--- src/rtl/spi_pkg.sv ---
// rtl/spi_pkg.sv - shared SPI word width and receiver state encoding
package spi_pkg;
  localparam int SPI_WORD_W = 16;

  typedef enum logic {RX_IDLE, RX_SHIFT} spi_rx_state_t;
  typedef logic [SPI_WORD_W-1:0] spi_word_t;
endpackage

--- src/rtl/sync_fifo.sv ---
// rtl/sync_fifo.sv - show-ahead single-clock FIFO with occupancy count
module sync_fifo #(
  parameter int WIDTH = 16,
  parameter int DEPTH = 4
) (
  input  logic                     clk,
  input  logic                     rst,
  input  logic                     push,
  input  logic [WIDTH-1:0]         wdata,
  input  logic                     pop,
  output logic [WIDTH-1:0]         rdata,
  output logic                     full,
  output logic                     empty,
  output logic [$clog2(DEPTH):0]   level
);
  localparam int AW = $clog2(DEPTH);

  logic [WIDTH-1:0] mem [DEPTH];
  logic [AW-1:0]    wr_ptr;
  logic [AW-1:0]    rd_ptr;
  logic [AW:0]      count;
  logic [WIDTH-1:0] head_q;
  logic             do_push;
  logic             do_pop;

  assign full    = (count == (AW+1)'(DEPTH));
  assign empty   = (count == '0);
  assign level   = count;
  assign do_pop  = pop && !empty;
  assign do_push = push && (!full || do_pop);

  // head_q keeps the last presented word visible once the FIFO drains
  assign rdata = empty ? head_q : mem[rd_ptr];

  always_ff @(posedge clk) begin
    if (rst) begin
      wr_ptr <= '0;
      rd_ptr <= '0;
      count  <= '0;
      head_q <= '0;
      for (int i = 0; i < DEPTH; i++) mem[i] <= '0;
    end else begin
      if (do_push) begin
        mem[wr_ptr] <= wdata;
        wr_ptr      <= wr_ptr + AW'(1);
      end
      if (do_pop) rd_ptr <= rd_ptr + AW'(1);
      case ({do_push, do_pop})
        2'b10:   count <= count + (AW+1)'(1);
        2'b01:   count <= count - (AW+1)'(1);
        default: count <= count;
      endcase
      if (!empty) head_q <= mem[rd_ptr];
    end
  end
endmodule

--- src/rtl/spi_slave_rx.sv ---
// rtl/spi_slave_rx.sv - oversampled SPI receiver with idle-timeout framing and word FIFO
module spi_slave_rx
  import spi_pkg::*;
#(
  parameter int WORD_W       = SPI_WORD_W,
  parameter int FIFO_DEPTH   = 4,
  parameter int SYNC_STAGES  = 2,
  parameter int IDLE_TIMEOUT = 1024
) (
  input  logic                          clk,
  input  logic                          rst,
  input  logic                          sclk,
  input  logic                          mosi,
  output logic [WORD_W-1:0]             rx_data,
  output logic                          rx_valid,
  input  logic                          rx_ready,
  output logic                          overflow,
  output logic                          frag_drop,
  output logic [$clog2(FIFO_DEPTH):0]   fifo_level
);
  localparam int CW = $clog2(WORD_W + 1);
  localparam int TW = $clog2(IDLE_TIMEOUT + 1);

  logic [SYNC_STAGES-1:0] sclk_sync;
  logic [SYNC_STAGES-1:0] mosi_sync;
  logic                   s_sclk_q;
  logic                   s_sclk;
  logic                   s_mosi;
  logic                   rise;
  logic                   sclk_edge;

  logic [TW-1:0]          idle_cnt;
  logic                   timeout;

  spi_rx_state_t          state;
  logic [CW-1:0]          bit_cnt;
  logic [WORD_W-1:0]      shift_q;
  logic                   push_valid;
  logic [WORD_W-1:0]      push_data;

  logic                   fifo_full;
  logic                   fifo_empty;

  // equal-depth chains keep mosi aligned with the sclk edge it belongs to
  assign s_sclk    = sclk_sync[SYNC_STAGES-1];
  assign s_mosi    = mosi_sync[SYNC_STAGES-1];
  assign rise      = s_sclk & ~s_sclk_q;
  assign sclk_edge = s_sclk ^ s_sclk_q;
  assign timeout   = (idle_cnt == TW'(IDLE_TIMEOUT));

  always_ff @(posedge clk) begin
    if (rst) begin
      sclk_sync <= '0;
      mosi_sync <= '0;
      s_sclk_q  <= 1'b0;
    end else begin
      sclk_sync <= {sclk_sync[SYNC_STAGES-2:0], sclk};
      mosi_sync <= {mosi_sync[SYNC_STAGES-2:0], mosi};
      s_sclk_q  <= s_sclk;
    end
  end

  always_ff @(posedge clk) begin
    if (rst)            idle_cnt <= '0;
    else if (sclk_edge) idle_cnt <= '0;
    else if (!timeout)  idle_cnt <= idle_cnt + TW'(1);
  end

  always_ff @(posedge clk) begin
    if (rst) begin
      state      <= RX_IDLE;
      bit_cnt    <= '0;
      shift_q    <= '0;
      push_valid <= 1'b0;
      push_data  <= '0;
      frag_drop  <= 1'b0;
    end else begin
      push_valid <= 1'b0;
      frag_drop  <= 1'b0;
      case (state)
        RX_IDLE: begin
          bit_cnt <= '0;
          if (rise) begin
            shift_q <= {shift_q[WORD_W-2:0], s_mosi};
            bit_cnt <= CW'(1);
            state   <= RX_SHIFT;
          end
        end
        RX_SHIFT: begin
          if (rise) begin
            shift_q <= {shift_q[WORD_W-2:0], s_mosi};
            if (bit_cnt == CW'(WORD_W - 1)) begin
              push_valid <= 1'b1;
              push_data  <= {shift_q[WORD_W-2:0], s_mosi};
              bit_cnt    <= '0;
              state      <= RX_IDLE;
            end else begin
              bit_cnt <= bit_cnt + CW'(1);
            end
          end else if (timeout) begin
            // master went quiet mid-word: the fragment cannot be framed, drop it
            bit_cnt   <= '0;
            shift_q   <= '0;
            frag_drop <= 1'b1;
            state     <= RX_IDLE;
          end
        end
        default: state <= RX_IDLE;
      endcase
    end
  end

  always_ff @(posedge clk) begin
    if (rst)
      overflow <= 1'b0;
    else if (push_valid && fifo_full && !(rx_valid && rx_ready))
      overflow <= 1'b1;
  end

  assign rx_valid = ~fifo_empty;

  sync_fifo #(
    .WIDTH (WORD_W),
    .DEPTH (FIFO_DEPTH)
  ) u_fifo (
    .clk   (clk),
    .rst   (rst),
    .push  (push_valid),
    .wdata (push_data),
    .pop   (rx_ready),
    .rdata (rx_data),
    .full  (fifo_full),
    .empty (fifo_empty),
    .level (fifo_level)
  );
endmodule
--- config.mk ---
export PLATFORM = sky130hd
export DESIGN_NAME = spi_slave_rx
export DESIGN_NICKNAME = d
export VERILOG_FILES = /design/src/rtl/spi_pkg.sv /design/src/rtl/sync_fifo.sv /design/src/rtl/spi_slave_rx.sv
export SDC_FILE = /design/constraint.sdc
export NUM_CORES = 1
export LEC_CHECK = 0
export CAP_MARGIN = 0
export CORE_ASPECT_RATIO = 0.8
export CORE_MARGIN = 5
export CORE_UTILIZATION = 30
export CTS_BUF_LIST = sky130_fd_sc_hd__clkbuf_8
export CTS_CLUSTER_DIAMETER = 30
export DETAILED_ROUTE_END_ITERATION = 6
export GPL_TIMING_DRIVEN = 1
export MAX_ROUTING_LAYER = met4
export SLEW_MARGIN = 20
export SYNTH_ARGS = -nofsm -noshare
export SYNTH_HDL_FRONTEND = slang
export SYNTH_SLANG_ARGS = --single-unit
--- constraint.sdc ---
create_clock -name clk -period 4 [get_ports clk]
set_clock_uncertainty 0.15 [all_clocks]
set_input_delay 0.8 -clock clk [delete_from_list [all_inputs] [get_ports clk]]
set_output_delay 0.8 -clock clk [all_outputs]
set_load 0.005 [all_outputs]
==> results of run 1 <==
state kept, by name, summed over array words and instances (netlist names), named ones only:
register and count:
u_fifo.mem 64, push_data 16, u_fifo.head_q 16, shift_q 15, idle_cnt 11, bit_cnt 5
u_fifo.level 3, mosi_sync 2, sclk_sync 2, u_fifo.rd_ptr 2, u_fifo.wr_ptr 2, frag_drop 1
overflow 1, push_valid 1, s_sclk_q 1, state 1
cell families (layout without fill, tap and decap cells):
| kind of cell | Yosys count | in the layout | synth area share |
|---|---|---|---|
| fa+ha+maj | 6 | 6 | 0.01361 |
| buf+inv | 48 | 80 | 0.03608 |
| xor+xnor | 6 | 6 | 0.008660 |
| compound gates | 91 | 91 | 0.09897 |
| mux | 32 | 32 | 0.08907 |
| simple gates | 164 | 164 | 0.1697 |
| flops | 145 | 145 | 0.5839 |
metrics by stage:
stage | power, mW | utilization | instances | setup slack (ns) | hold WS (ns)
CTS | 2.790 | 0.3490 | 788 | 0.4834 | 0.2945
global placement | 1.686 | 0.3299 | 756 | 0.5035 | 0.2756
floorplan | 1.665 | - | 492 | 1.074 | 0.2638
global route | 2.877 | 0.3491 | 788 | 0.4090 | 0.3299
finish | 2.761 | 0.3491 | 788 | 0.5514 | 0.2919
detailed placement | 1.690 | 0.3299 | 756 | 0.4493 | 0.2739
cell usage after synthesis (2+ instances only):
| cell | instances |
|---|---|
| or2_2 | 2 |
| o31ai_1 | 4 |
| edfxtp_1 | 64 |
| dfxtp_1 | 81 |
| buf_6 | 4 |
| nand2b_1 | 6 |
| clkbuf_1 | 25 |
| nor2_1 | 10 |
| a22o_2 | 5 |
| and3_1 | 32 |
| mux4_2 | 16 |
| mux2_2 | 16 |
| nor4b_4 | 2 |
| nand4_1 | 3 |
| nand3_1 | 27 |
| xor2_1 | 6 |
| ha_1 | 5 |
| nand4b_1 | 2 |
| a21oi_1 | 33 |
| nor3_1 | 2 |
| and2_1 | 33 |
| o21ai_0 | 25 |
| or3_1 | 5 |
| or4_1 | 2 |
| nor2b_1 | 24 |
| nand2_1 | 7 |
| inv_1 | 13 |
| buf_2 | 4 |
| a22o_1 | 10 |
| a31o_2 | 5 |
layout make-up:
cell class | count | area, um2 | area share
Clock buffer | 17 | 234.0 | 0.03375
Clock inverter | 15 | 143.9 | 0.02076
Multi-Input combinational cell | 299 | 2308 | 0.3330
Tap cell | 264 | 330.3 | 0.04765
Inverter | 13 | 48.80 | 0.007040
Sequential cell | 145 | 3543 | 0.5112
Timing Repair Buffer | 35 | 322.8 | 0.04657
worst paths after layout:
kind                      to  depth (start not counted)
min reg2reg     sclk_sync[1]                          1
max               rx_data[8]                          3
max reg2reg  u_fifo.level[2]                          8
min             sclk_sync[1]                          1
power breakdown:
part           switching, mW  internal (mW)  leakage [nW]
Combinational         0.0465         0.0264         0.982
Clock                  0.556          0.550         0.193
Sequential            0.0111           1.57          1.30
layer usage:
layer | share of wire | vias to the layer above
met5 | 0 | -
met4 | 0.0052 | 0
met3 | 0.046 | 4
met2 | 0.48 | 63
met1 | 0.47 | 1884
li1 | - | 1843
==> metrics, run 1 <==
status completed; DRC errors left 0; Max Slew Vio Count 0; grt ovf 0; CP top delay family flip-flops; vias post-DR 3794; area of the mapped netlist 6068 um2; worst skew pair latency 0.43 ns; most frequent cells in the layout dfxtp_1, edfxtp_1, and2_1, a21oi_1, and3_1; die height roughly 140 um; required time of the critical path roughly 3 ns; placed cell area around 6600 um2; vias in the first global route approximately 3900; total negative slack 0 ns; crit path time final 3.449 ns; hpwl dp roughly 7600 um; fin crit share 0.8622; slew margin rel. 0.3296; Setup Buffers After CTS 0; synth warn 0; ys async rst share 0; setup violators final 0; Critical Path Max Stage Delay roughly 0.9 ns; Synth area leader edfxtp_1; busiest grt layer met2; PwrDens around 400 nW/um2; #FFs+latches synth approximately 150; syn avg cell area roughly 12 um2; core region area approximately 20000 um2; sequential share of the synthesized area 0.5839; CTS sink count ~150; Cells after Synth ~490; Worst Setup End Kind output port; WL final ~12000 um; Startpoint Class register; DIE WIDTH around 170 um; fraction of layout cells with a size suffix above 1 0.1775; final hold vios 0; number of buffers added on ports 26; WP data arrival 2.50 ns; HP Start sclk_sync[0]; GRT Total Usage 0.1136; Netlist cell types between 40 and 50; Post-synth EDFFs 64; H-tree depth 4; Final #Nets 522; met3 Track Usage GR 0.03299; largest net degree at the start of global routing 49; antenna viol nets, final 0; GPL Wtd Cong about 0.75; r2r startpoint u_fifo.level[0]; CP Buf/Inv Count 1; Initial Utilization 0.3056; maxcap violations 0; Post-synth top flop dfxtp_1; Initial DRT Pass Iterations 4; fill count approximately 2000; fmax ~290 MHz; num rows 46; Synth area leaders edfxtp_1, dfxtp_1, mux4_2; syn nets around 500; Syn-to-layout area delta 14.23%; post-CTS sizing 0; most common cell after layout, fill and taps aside dfxtp_1; num ports 27; crit path max fanout 16; Max Buffers Root-to-Sink 2; Leakage around 2.5 nW; crit-path cells mux4_2 -> mux2_2 -> clkdlybuf4s50_1; Worst-path clk slew around 0.080 ns; die area 23190 um2; Hold WC Path Type register to register; CTS buffer count 17; crit path max-delay cell type dfxtp_1; Synth top area share 0.3167; root buffer cell clkbuf_8; worst slew pin tran 1.006 ns; CTS tree done; 1st-iter DRT viols between 150 and 200; Setup CP Type register to output port; first-pass GRT wire length between 20000 and 25000 um; GR Util met2 0.1855; number of diodes 0; routed vias/inst 4.815; grt met1 use 0.1399; drt wl/cell 15.44 um; R2R Setup Slk 1.25 ns; peak supply drop around 0.20 mV; RSZ-0062 raised after global routing false; initial antenna violation count 0; hold-fix buffers at CTS 0; Finished Cell Area between 6000 and 7000 um2
Note: power is estimated with default switching activity, not from simulation.
==> run 2: changes to the inputs <==
--- a/config.mk
+++ b/config.mk
@@ -14,6 +14,8 @@
 export DETAILED_ROUTE_END_ITERATION = 6
 export GPL_TIMING_DRIVEN = 1
 export MAX_ROUTING_LAYER = met4
+export PLACE_DENSITY = 0.54
+export SKIP_LAST_GASP = 1
 export SLEW_MARGIN = 20
 export SYNTH_ARGS = -nofsm -noshare
 export SYNTH_HDL_FRONTEND = slang
==> metrics, run 2 (synthesis results as in run 1) <==
Syn-to-layout area delta 15.20%; crit path time final between 3 and 4 ns; most frequent cells in the layout dfxtp_1, edfxtp_1, and2_1, a21oi_1, and3_1; num rows 46; vias in the first global route 3773; Worst-path clk slew about 0.080 ns; worst slew pin tran about 0.92 ns; antenna viol nets, final 0; fraction of layout cells with a size suffix above 1 0.1813; Int Power about 2.3 mW; Setup Buffers After CTS 0; R2R Setup Slk roughly 1.2 ns; Finished Cell Area about 7000 um2; Final #Nets approximately 520; die area ~23000 um2; final hold vios 0; hpwl dp 7583 um; Worst Setup End Kind output port; hold-fix buffers at CTS 0; DIE WIDTH 169.0 um; peak supply drop between 0.15 and 0.2 mV; num ports 27; Max Slew Vio Count 0; Comb pwr share 0.024; Sequential Power Share 0.540; largest net degree at the start of global routing around 50; Max Buffers Root-to-Sink 2; Hold WC Path Type register to register; RSZ-0062 raised after global routing false; Multi-input gate area ~2300 um2; GPL Wtd Cong ~0.72; CTS sink count between 100 and 150; Initial DRT Pass Iterations 4; root buffer cell clkbuf_8; Startpoint Class register; WP data arrival around 2.5 ns; PwrDens ~420 nW/um2; Setup CP Type register to output port; fmax ~290 MHz; die height between 100 and 150 um; placed cell area about 6600 um2; grt ovf 0; clock network fraction of design power 0.436; core region area just under 20000 um2; DRC errors left 0; switching power between 0.6 and 0.7 mW; crit path max fanout 16; switching part of the total 0.2210; maxcap violations 0; required time of the critical path about 3 ns; most common cell after layout, fill and taps aside dfxtp_1; Initial Utilization 0.3056; setup violators final 0; Leakage approximately 2.5 nW; WL final roughly 12000 um; GRT Total Usage 0.1136; initial antenna violation count 0; routed vias/inst 4.810; fill count 1942; fin crit share 0.8634; worst skew pair latency about 0.45 ns; total negative slack 0 ns; largest register by flop count u_fifo.mem; first-pass GRT wire length 19820 um; CTS buffer count 17; max FFs per register between 60 and 70; status completed; drt wl/cell around 15 um; 1st-iter DRT viols about 230; Regs by FF count u_fifo.mem: 64 flops, push_data: 16 flops, u_fifo.head_q: 16 flops; post-CTS sizing 0; CTS tree done; H-tree depth 4; number of diodes 0; Reg area 3543 um2; number of buffers added on ports 26; slew margin rel. 0.3872; vias post-DR ~3800
## run 2: cell count changes in the layout (fill, tap and decap cells not counted)
| cell | change |
|---|---|
| bufinv_16 | +2 |
| clkinvlp_4 | -2 |
| clkinv_4 | +1 |
| clkinv_2 | -1 |
| inv_1 | -2 |
| inv_6 | +2 |
## run 2: power by group through the flow
stage / clock, mW / combinational [mW] / sequential [mW]
2_1_floorplan: 0 / 0.0532 / 1.61
3_3_place_gp: 0 / 0.0716 / 1.61
4_1_cts: 1.30 / 0.0742 / 1.58
5_1_grt: 1.37 / 0.0790 / 1.59
3_5_place_dp: 0 / 0.0739 / 1.62
6_report: 1.28 / 0.0718 / 1.58
## run 2: path summary, 6_finish.rpt
| kind | startpoint | to | depth (start not counted) |
|---|---|---|---|
| setup / recovery | register | rx_data[13] | 3 |
| hold / removal | sclk_sync[0] | sclk_sync[1] | 1 |
| setup reg to reg | u_fifo.level[0] | u_fifo.level[2] | 8 |
| hold reg to reg | sclk_sync[0] | sclk_sync[1] | 1 |
## run 2: layer usage
metal	track usage	vias up	part of all wire
met1	0.1405	1881	0.48
li1	-	1844	-
met5	-	-	0
met4	0.03666	0	0.0096
met3	0.03701	8	0.042
met2	0.1781	57	0.47
## run 2: stage by stage
stage / util / worst slack (ns) / cells / hold WS, ns / power [mW]
after floorplan: - / 1.074 / 492 / 0.2638 / 1.665
after global placement: 0.3299 / 0.5001 / 756 / 0.2844 / 1.686
after detailed placement: 0.3299 / 0.4240 / 756 / 0.2901 / 1.691
after CTS: 0.3519 / 0.4678 / 788 / 0.3082 / 2.962
after global routing: 0.3520 / 0.4044 / 788 / 0.3162 / 3.038
final: 0.3520 / 0.5463 / 788 / 0.3012 / 2.931
## run 2: critical path, cell delays in order, from the launching register on
cell and delay [ns]:
dfxtp_1 0.88, mux4_2 0.44, mux2_2 0.29, clkdlybuf4s50_1 0.45
## run 2: area by class of cell
| class | count | share of cell area |
|---|---|---|
| sequential | 145 | 0.5069 |
| multi-input combinational | 299 | 0.3302 |
| tap | 264 | 0.04725 |
| timing repair buffer | 35 | 0.04618 |
| clock buffer | 17 | 0.03347 |
| clock inverter | 15 | 0.02900 |
| inverter | 13 | 0.006980 |
==> run 3: changes to the inputs <==
--- a/config.mk
+++ b/config.mk
@@ -5,12 +5,11 @@
 export SDC_FILE = /design/constraint.sdc
 export NUM_CORES = 1
 export LEC_CHECK = 0
-export CAP_MARGIN = 0
 export CORE_ASPECT_RATIO = 0.8
 export CORE_MARGIN = 5
 export CORE_UTILIZATION = 30
 export CTS_BUF_LIST = sky130_fd_sc_hd__clkbuf_8
-export CTS_CLUSTER_DIAMETER = 30
+export CTS_CLUSTER_DIAMETER = 100
 export DETAILED_ROUTE_END_ITERATION = 6
 export GPL_TIMING_DRIVEN = 1
 export MAX_ROUTING_LAYER = met4
==> results of run 3 <==
Same layout as run 2: the final DEF is identical, and so are final timing and power.
